**config.mk**
```make
export PLATFORM = sky130hd
export DESIGN_NAME = inst_fetch
export DESIGN_NICKNAME = d
export VERILOG_FILES = /design/src/rtl/inst_fetch.sv
export SDC_FILE = /design/constraint.sdc
export NUM_CORES = 1
export LEC_CHECK = 0
export BUFFER_PORTS_ARGS = -buffer_cell sky130_fd_sc_hd__clkbuf_2
export CORE_MARGIN = 3
export CORE_UTILIZATION = 60
export CTS_CLUSTER_DIAMETER = 150
export DETAILED_ROUTE_END_ITERATION = 7
export PLACE_DENSITY = 0.76
export REMOVE_ABC_BUFFERS = 1
export SLEW_MARGIN = 20
export SYNTH_ARGS = -nofsm -noshare
export SYNTH_HDL_FRONTEND = slang
export SYNTH_SLANG_ARGS = --single-unit
```
**constraint.sdc**
```tcl
create_clock -name clk -period 4 [get_ports clk]
set_clock_uncertainty 0.1 [all_clocks]
set_input_delay 0.6 -clock clk [delete_from_list [all_inputs] [get_ports clk]]
set_output_delay 0.6 -clock clk [all_outputs]
set_load 0.005 [all_outputs]
```
**src/rtl/inst_fetch.sv**
```systemverilog
// inst_fetch: loadable instruction RAM and PC that issues a program to the cpu one word per clock
module inst_fetch #(
  parameter int N  = 16,
  parameter int AW = 6
) (
  input  logic          clk,
  input  logic          rst,
  input  logic          wr_en,
  input  logic [AW-1:0] wr_addr,
  input  logic [N-1:0]  wr_data,
  input  logic          start,
  input  logic [AW:0]   prog_len,
  input  logic          stall,
  output logic [N-1:0]  inst,
  output logic [AW-1:0] pc,
  output logic          busy,
  output logic          done
);
  typedef enum logic [1:0] {IDLE, RUN, DONE} state_t;
  localparam logic [AW:0] DEPTH = {1'b1, {AW{1'b0}}};
  state_t        state;
  logic [AW:0]   len_q;
  logic [N-1:0]  mem [2**AW];
  logic [AW:0]   len_sat;
  assign len_sat = (prog_len > DEPTH) ? DEPTH : prog_len;
  assign busy    = state != IDLE;
  // program load; the RAM is frozen while a run is in flight and is never cleared by rst
  always_ff @(posedge clk)
    if (wr_en && state == IDLE) mem[wr_addr] <= wr_data;
  // issue sequencer: NOP outside RUN, one word per unstalled cycle, done pulse as inst returns to NOP
  always_ff @(posedge clk) begin
    if (rst) begin
      state <= IDLE;
      pc    <= '0;
      len_q <= '0;
      inst  <= '0;
      done  <= 1'b0;
    end else begin
      done <= 1'b0;
      case (state)
        IDLE: begin
          inst <= '0;
          if (start && prog_len != '0) begin
            pc    <= '0;
            len_q <= len_sat;
            state <= RUN;
          end else if (start) done <= 1'b1;
        end
        RUN: if (!stall) begin
          inst <= mem[pc];
          pc   <= pc + 1'b1;
          if ({1'b0, pc} == len_q - 1'b1) state <= DONE;
        end
        DONE: begin
          inst  <= '0;
          done  <= 1'b1;
          state <= IDLE;
        end
        default: state <= IDLE;
      endcase
    end
  end
endmodule

```
==> impl_metrics.yaml <==
status:
  outcome: "finished clean"
die:
  die_area_mm2: 0.0708
  row_count: 94
  core-area_mm2: 0.0663
  die_x_um: 266
  die_h_um: 266
  start_util_pct: 61.2
  io_pins: 58
global_route:
  grt_use_met1_pct: 42.7
  grt-busiest-layer: "met2"
  antenna_found_initial: 6
  grt_start_max_net_pins: 49
  grt_pass1_vias: 20700
  grt_use_total_pct: 29.8
  grt_use_met3_pct: 6.90
  grt_pass1_wl_mm: 149
  grt-ovfl-total: 0
  use_met2_pct: 45.8
timing:
  slew_headroom_pct: 26.6
  worstMarginPinSlew_ns: 1.10
  fin_crit_ns: 3.36
  timing.final.setup_violations: 0
  slew_viol_final: 0
  setup_ws_ns: 0.642
  rsz0062_at_grt: "no"
  hold_slack_ns: 0.113
  fmax_ghz: 0.298
  fin_crit_sh_pct: 83.9
  final_hold_viol_count: 0
clocking:
  post_cts_buffers: 0
  clock-sinks: 1062
  clk_root_buffer_cell: "clkbuf_16"
  clk_path_buf_depth: 3
  tritoncts: "done"
  clock_latency_ns: 0.67
  clkTransAtPathRegs_ns: 0.06
  cts_buffers: 102
  ctsResizeCount: 0
  ctsHoldBuffers: 0
  htree_levels: 3
power_and_ir_drop:
  total_power_uw: 22300
  power_density_mw_per_mm2: 488
  leakage_uw: 0.0142
  peakVddDrop_v: 0.000361
placed_design:
  numPortBuffers: 57
  place_area_mm2: 0.0425
  gp_congestion: 0.878
  dp.cells: 2774
  dp_hpwl_mm: 60.5
  pre_cts_ws_ns: 0.650
run:
  drv_cap: 0
worst_setup_path:
  required_ns: 4.42
  cpMostUsedCell: "mux4_2"
  rrSetupSlack_ns: 0.64
  crit_chain: "buf_12 > mux4_2 > mux4_2 > a22oi_1 > nand3_1"
  slowest_delay_ns: 0.84
  critical_path.top_delay_family: "multiplexers"
  path_class: "reg2reg"
  cp_slowest_cell: "dfxtp_4"
  crit_fanout: 40
  crit_arrival_ns: 3.77
  cp_num_buf_inv: 1
  cp-start-kind: "register"
  critPathCaptureType: "register"
drt:
  finalWirelength_mm: 102
  via_per_inst: 6.93
  wl_per_cell_um: 34.4
  drt_pass1_iterations: 6
  via_count: 20500
  drc: 0
  drtAntennaViolNets: 0
  initialDrtViolationCount: 3165
finish:
  layout.area.seq_mm2: 0.0315
  multi_input_area_mm2: 0.00851
  final_cell_mix: "edfxtp_1 (1024), mux4_2 (272), buf_4 (127)"
  num-fill-cells: 3847
  final_common_cell: "edfxtp_1"
  drive_above_1_share_pct: 29.6
  layoutNonFillerInstCount: 2966
  fin_area_mm2: 0.0458
  area_delta_synth_final_pct: 12.8
  nets: 2050
yosys:
  syn-cell-area_mm2: 0.0406
  seq_area_frac_synth_pct: 77.6
  synthFlopType: "edfxtp_1"
  avgSynthCellArea_um2: 22.4
  netlist_instances: 1812
  async_flop_share_pct: 0
  ys_types: 48
  synth_edf_count: 1024
  synth_seq_cells: 1062
  yosys_warnings: 0
worst_hold_path:
  hold_path_class: "in2reg"
worst paths after layout:
path	start	to	cells past startpoint
worst min register to register	len_q[1]	len_q[1]	2
worst max-delay path	register	inst[14]	5
worst max register to register	register	inst[14]	5
worst min-delay path	prog_len[0]	len_q[0]	3
Yosys cell counts (4+ instances only):
| cell type | instances | area (um^2) |
|---|---|---|
| o22ai_1 | 13 | 81.3 |
| o221ai_1 | 7 | 61.3 |
| mux2i_1 | 40 | 400 |
| a211oi_1 | 10 | 75.1 |
| o21ai_1 | 4 | 20.0 |
| inv_1 | 5 | 18.8 |
| or3b_2 | 4 | 35.0 |
| xnor2_1 | 7 | 61.3 |
| dfxtp_1 | 38 | 761 |
| o21ai_0 | 5 | 25.0 |
| buf_2 | 30 | 150 |
| a221oi_1 | 10 | 87.6 |
| nor2b_1 | 13 | 81.3 |
| a22oi_1 | 50 | 375 |
| buf_6 | 13 | 146 |
| buf_4 | 18 | 135 |
| a31oi_1 | 4 | 25.0 |
| mux4_2 | 272 | 6130 |
| nand2_1 | 39 | 146 |
| buf_1 | 10 | 37.5 |
| nand3_1 | 14 | 70.1 |
| nand3b_1 | 6 | 45.0 |
| o31ai_1 | 4 | 30.0 |
| nor2_1 | 90 | 338 |
| clkbuf_1 | 21 | 78.8 |
| a21oi_1 | 18 | 90.1 |
| edfxtp_1 | 1024 | 30700 |
| xor2_1 | 7 | 61.3 |
final cells by class:
type	instances	area share, %
tap	864	2.36
sequential	1062	68.8
clock inverter	63	1.29
antenna	4	0.0219
inverter	5	0.0410
timing repair buffer	191	3.01
clock buffer	125	5.85
multi-input combinational	652	18.6
kinds of logic (layout without fill, tap and decap cells):
logic type / after synthesis / count (layout) / share of synthesized area (%)
DFF: 1062 / 1062 / 77.6
muxes: 315 / 315 / 16.2
and+or+nand+nor: 188 / 188 / 2.12
AOI/OAI and AO/OA: 133 / 133 / 2.31
buffers and inverters: 98 / 384 / 1.41
xor gates and xnor gates: 14 / 14 / 0.302
adders and majority gates: 2 / 2 / 0.0616
other: 0 / 4 / 0
flip-flops by register name, summed over array words and instances, names as in the netlist, named ones only:
name and count:
mem 1024, pc 6, done 1, inst 16, len_q 7, state 2
worst min-delay path, stage by stage:
cell      delay [ns]
clkbuf_2        0.09
a31oi_1         0.06
nor2_1          0.07
per-layer routing:
| metal | up-vias | share of wire (%) | wire, um |
|---|---|---|---|
| met2 | 1593 | 47 | 48200 |
| met1 | 10600 | 35 | 36000 |
| met3 | 253 | 13 | 13400 |
| li1 | 8079 | - | - |
| met5 | - | 0.037 | 38 |
| met4 | 6 | 4.5 | 4560 |
power breakdown:
part           leakage, uW  internal, uW  switching (uW)
clock              0.00159          5410            4030
combinational      0.00307           209             421
sequential         0.00952         12200            34.3
total               0.0142         17800            4480
through the flow:
stage / utilization [%] / setup TNS (ns)
2_1_floorplan: - / -84.57
3_3_place_gp: 64.1 / 0
3_5_place_dp: 64.1 / 0
4_1_cts: 69.0 / 0
5_1_grt: 69.0 / 0
6_report: 69.0 / 0
Power figures use the tool's default switching activity.
